**config.mk**
```make
export PLATFORM = sky130hd
export DESIGN_NAME = diff_codec
export DESIGN_NICKNAME = d
export VERILOG_FILES = /design/src/rtl/diff_codec.sv
export SDC_FILE = /design/constraint.sdc
export NUM_CORES = 1
export LEC_CHECK = 0
export ABC_AREA = 1
export BUFFER_PORTS_ARGS = -buffer_cell sky130_fd_sc_hd__buf_4
export CORE_MARGIN = 2
export CORE_UTILIZATION = 40
export CTS_BUF_LIST = sky130_fd_sc_hd__clkbuf_16
export CTS_CLUSTER_SIZE = 14
export DETAILED_ROUTE_END_ITERATION = 16
export HOLD_SLACK_MARGIN = 0.15
export PLACE_DENSITY = 0.62
export RECOVER_POWER = 25
export SETUP_SLACK_MARGIN = 0.15
export SYNTH_ARGS = -nofsm -noshare
export SYNTH_HDL_FRONTEND = slang
export SYNTH_SLANG_ARGS = --single-unit
```
**constraint.sdc**
```tcl
create_clock -name clock -period 1.3 [get_ports clock]
set_input_delay 0.065 -clock clock [delete_from_list [all_inputs] [get_ports clock]]
set_output_delay 0.065 -clock clock [all_outputs]
set_load 0.01 [all_outputs]
```
**src/rtl/diff_codec.sv**
```systemverilog
// M-ary differential encoder/decoder with valid qualifier, run-time mode select,
// frame-aligned reference reload and a processed-symbol counter.
module diff_codec #(
  parameter int                   SYM_WIDTH   = 1,
  parameter logic [SYM_WIDTH-1:0] INIT_REF    = '0,
  parameter int                   COUNT_WIDTH = 16
) (
  input  logic                   clock,
  input  logic                   reset,
  input  logic                   enable,
  input  logic                   mode,
  input  logic                   sync_clear,
  input  logic                   in_valid,
  input  logic [SYM_WIDTH-1:0]   in_data,
  output logic                   out_valid,
  output logic [SYM_WIDTH-1:0]   out_data,
  output logic [COUNT_WIDTH-1:0] sym_count
);

  logic [SYM_WIDTH-1:0] ref_q;
  logic                 mode_q;
  logic                 accept;
  logic                 mode_change;
  logic [SYM_WIDTH-1:0] eff_ref;
  logic [SYM_WIDTH-1:0] result;
  logic [SYM_WIDTH-1:0] next_ref;

  assign accept      = enable && in_valid;
  assign mode_change = (mode != mode_q);

  // A frame start or a mode flip restarts the chain from the known reference.
  assign eff_ref = (sync_clear || mode_change) ? INIT_REF : ref_q;

  // NOTE: every signal gets a value on every path so no latch is inferred.
  always_comb begin
    result   = '0;
    next_ref = ref_q;
    if (mode) begin
      result   = in_data - eff_ref;
      next_ref = in_data;
    end else begin
      result   = eff_ref + in_data;
      next_ref = result;
    end
  end

  // NOTE: sequential state uses non-blocking assignments so all registers
  // update from the same pre-edge values.
  always_ff @(posedge clock or negedge reset) begin
    if (!reset) begin
      ref_q     <= INIT_REF;
      mode_q    <= 1'b0;
      out_valid <= 1'b0;
      out_data  <= '0;
      sym_count <= '0;
    end else begin
      mode_q    <= mode;
      out_valid <= accept;
      if (accept) begin
        out_data  <= result;
        ref_q     <= next_ref;
        sym_count <= sync_clear ? COUNT_WIDTH'(1) : sym_count + COUNT_WIDTH'(1);
      end else begin
        if (sync_clear || mode_change) ref_q <= INIT_REF;
        if (sync_clear)                sym_count <= '0;
      end
    end
  end

endmodule

```
==> results by group <==
Run status
  • Outcome: finished, violations left
  • Violated checks: negative setup slack

CTS
  • # clock sinks: 20
  • CTS Root Cell: clkbuf_16
  • Htree depth: 1
  • CTS buffer count: 3
  • Clock Pin Slew Worst Setup and Hold Paths: 0.05 ns
  • Worst-case clock buffer depth: 2
  • Worst skew pair latency: 0.25 ns
  • CTS tree: yes
  • Hold-fix buffers at CTS: 3

Setup path
  • Critical path's slowest cell: dfrtp_1
  • Crit path kind: flip-flop to flip-flop
  • Crit path launch type: flip-flop
  • Max FO, Critical Path: 7
  • FF-to-FF path depth: 7
  • Crit-path leading delay family: flip-flops
  • Crit path depth: 7
  • Max stage delay on crit path: 0.41 ns
  • Critical-path cell list: buf_6 > nand3_4 > nor2_4 > buf_4 > nand2_1 > o21ai_1 > a21oi_1
  • Critical Path RT: 1.44 ns
  • Setup crit end kind: flip-flop
  • Crit path buffers/inverters: 2
  • Critical Path AT: 1.45 ns

Place
  • GPL Wtd Cong: 0.8258
  • Buffers on Ports: 24
  • Hpwl dp: 1711 um
  • Cell Area, Placed: 0.001289 mm2

Drt
  • # DRC: 0
  • WL final: 2446 um
  • Drt first pass iters: 4
  • Number of vias per cell: 4.790
  • Initial DRC count: 24
  • Number of routed nets with antenna violations: 0
  • Via count: 1006
  • DR WL/cell: 11.65 um

Global routing
  • Largest net degree at the start of global routing: 21
  • GRT Overall Usage: 17.32%
  • Total global routing overflow: 0
  • First-pass GRT wire length: 4236 um
  • Vias in the first global route: 984
  • Initial antenna violation count: 0

Cells and area
  • Antenna fix cells: 0
  • Multi-input gate area: 511.7 um2
  • Area Growth Syn to Fin: 41.94%
  • Layout cells sized above 1: 27.78%
  • Final Cell Area: 0.001499 mm2
  • Fill cell count: 214
  • Fin nets: 190
  • FF+latch area: 501.7 um2

Logic synthesis
  • Gate Count Post-Synth: 142
  • Synthesis-stage register bit count: 20
  • Synth warn: 0
  • Top post-synthesis cells by area: dfrtp_1, nand2_1, nor2_1
  • Top-area cell type share of the netlist area: 47.39%
  • Post-Syn Area: 0.001056 mm2
  • Mean Syn Cell Area: 7.437 um2
  • Yosys cell types: 18
  • Total nets after synthesis: 150
  • Cell taking the most area after synthesis: dfrtp_1
  • Sequential area share after synthesis: 47.39%

Floorplanning
  • Die area: 0.003067 mm2
  • Width of the chip: 55.38 um
  • Core area: 0.002500 mm2
  • FP Rows: 18
  • Initial Utilization: 42.24%
  • Die Y: 55.38 um
  • # IOs: 25

STA
  • Final number of setup-violating endpoints: 1
  • Worst clock skew: 0.001584 ns
  • Slew margin rel.: 66.22%
  • Worst-Margin Slew: 0.5067 ns
  • Final worst slack: -0.005241 ns
  • Unrepaired setup endpoints after global routing: true
  • Period utilization: 100.4%
  • Max Fclk: 766.1 MHz
  • Final max-slew violation count: 0
  • Final min period: 1.305 ns
  • Setup_tns: -0.005241 ns
  • Hold Violations, Final: 0

Run
  • Max-cap violations: 0

Worst hold path
  • Cell count of the worst hold path: 4
  • Min-delay worst type: input pin to flip-flop

Power and ir drop
  • Peak supply drop: 0.7207 mV
  • Leakage: 0.7483 nW
  • P per Cell Area: 959.4 mW/mm2
worst min-delay path, cell delays in order:
cell and delay [ns]:
buf_4 0.09, o21ai_1 0.06, nand2_1 0.05, inv_1 0.03
routing by layer:
layer / wire length [um] / part of all wire [%] / track usage [%]
met2: 1219 / 50 / 29.76
met3: 120 / 4.9 / 3.747
met5: 0 / 0 / 0
met1: 1061 / 43 / 20.33
met4: 46 / 1.9 / 8.362
layout make-up:
cell class	count	share of cell area [%]
tap	30	2.504
clock buffer	3	5.008
multi-input combinational	98	34.14
inverter	23	5.760
sequential	20	33.47
timing repair buffer	36	19.12
flip-flops by register name, summed over array words and instances (netlist names):
name,flops
mode_q,1
out_data,1
out_valid,1
ref_q,1
sym_count,16
what timing repair did:
action | CTS | global route
setup endpoints to repair | 8 | 14
setup buffers | 2 | 6
endpoints found under the hold margin | 25 | 2
gates cloned | 0 | 0
pin swaps | 2 | 9
gates resized for setup | 1 | 9
synthesized netlist by cell type:
cell type and n:
o211ai_1 1, a21oi_1 5, nand4_1 4, nand2_1 39, nor2_4 3, nor3b_1 1
o21ai_1 3, buf_2 1, nor2_1 26, nand2_2 3, o21ai_0 1, o21bai_1 3
xor2_1 2, nand3_1 6, inv_2 2, dfrtp_1 20, inv_1 21, ha_1 1
metrics by stage:
step	hold WS (ns)	power, W	util (%)	instances	setup WS, ns
after CTS	0.08516	0.001423	56.51	204	0.009630
after global routing	0.1176	0.001503	59.96	210	-0.06555
after detailed placement	-0.03475	0.0007755	51.55	196	0.02491
after floorplan	-0.2306	0.0007093	-	142	0.07103
final	0.08792	0.001438	59.96	210	-0.005241
after global placement	-0.03522	0.0007710	51.55	196	0.07162
where the power goes:
| group | total, W | leakage, nW | switching (W) | internal [W] |
|---|---|---|---|---|
| sequential | 0.000654 | 0.270 | 0.0000142 | 0.000640 |
| combinational | 0.000153 | 0.441 | 0.0000775 | 0.0000755 |
| clock | 0.000631 | 0.0370 | 0.000225 | 0.000406 |
cell families after synthesis:
group           synth area share (%)
simple gates                   34.00
buf+inv                        8.650
flops                          47.39
compound gates                 7.108
xor+xnor                       1.659
fa+ha+maj                      1.185
placed cells by master (no fill, tap or decap), drive strengths merged:
cell,n
o21bai,3
nand2,42
nand3,6
a21oi,5
dfrtp,20
nor3b,1
dlygate4sd3,3
ha,1
inv,23
nor2,29
buf,32
xor2,2
o211ai,1
nand4,4
clkbuf,4
o21ai,4
worst paths after layout:
kind	from	endpoint	slack, ns
max	sym_count[0]	sym_count[7]	-0.005
min	sync_clear	sym_count[5]	0.09
max reg2reg	sym_count[0]	sym_count[7]	-0.005
min reg2reg	out_data	out_data	0.52
max in group asynchronous	reset	sym_count[1]	0.61
min in group asynchronous	reset	sym_count[7]	0.31
No activity file was read; power rests on OpenSTA's default activity.
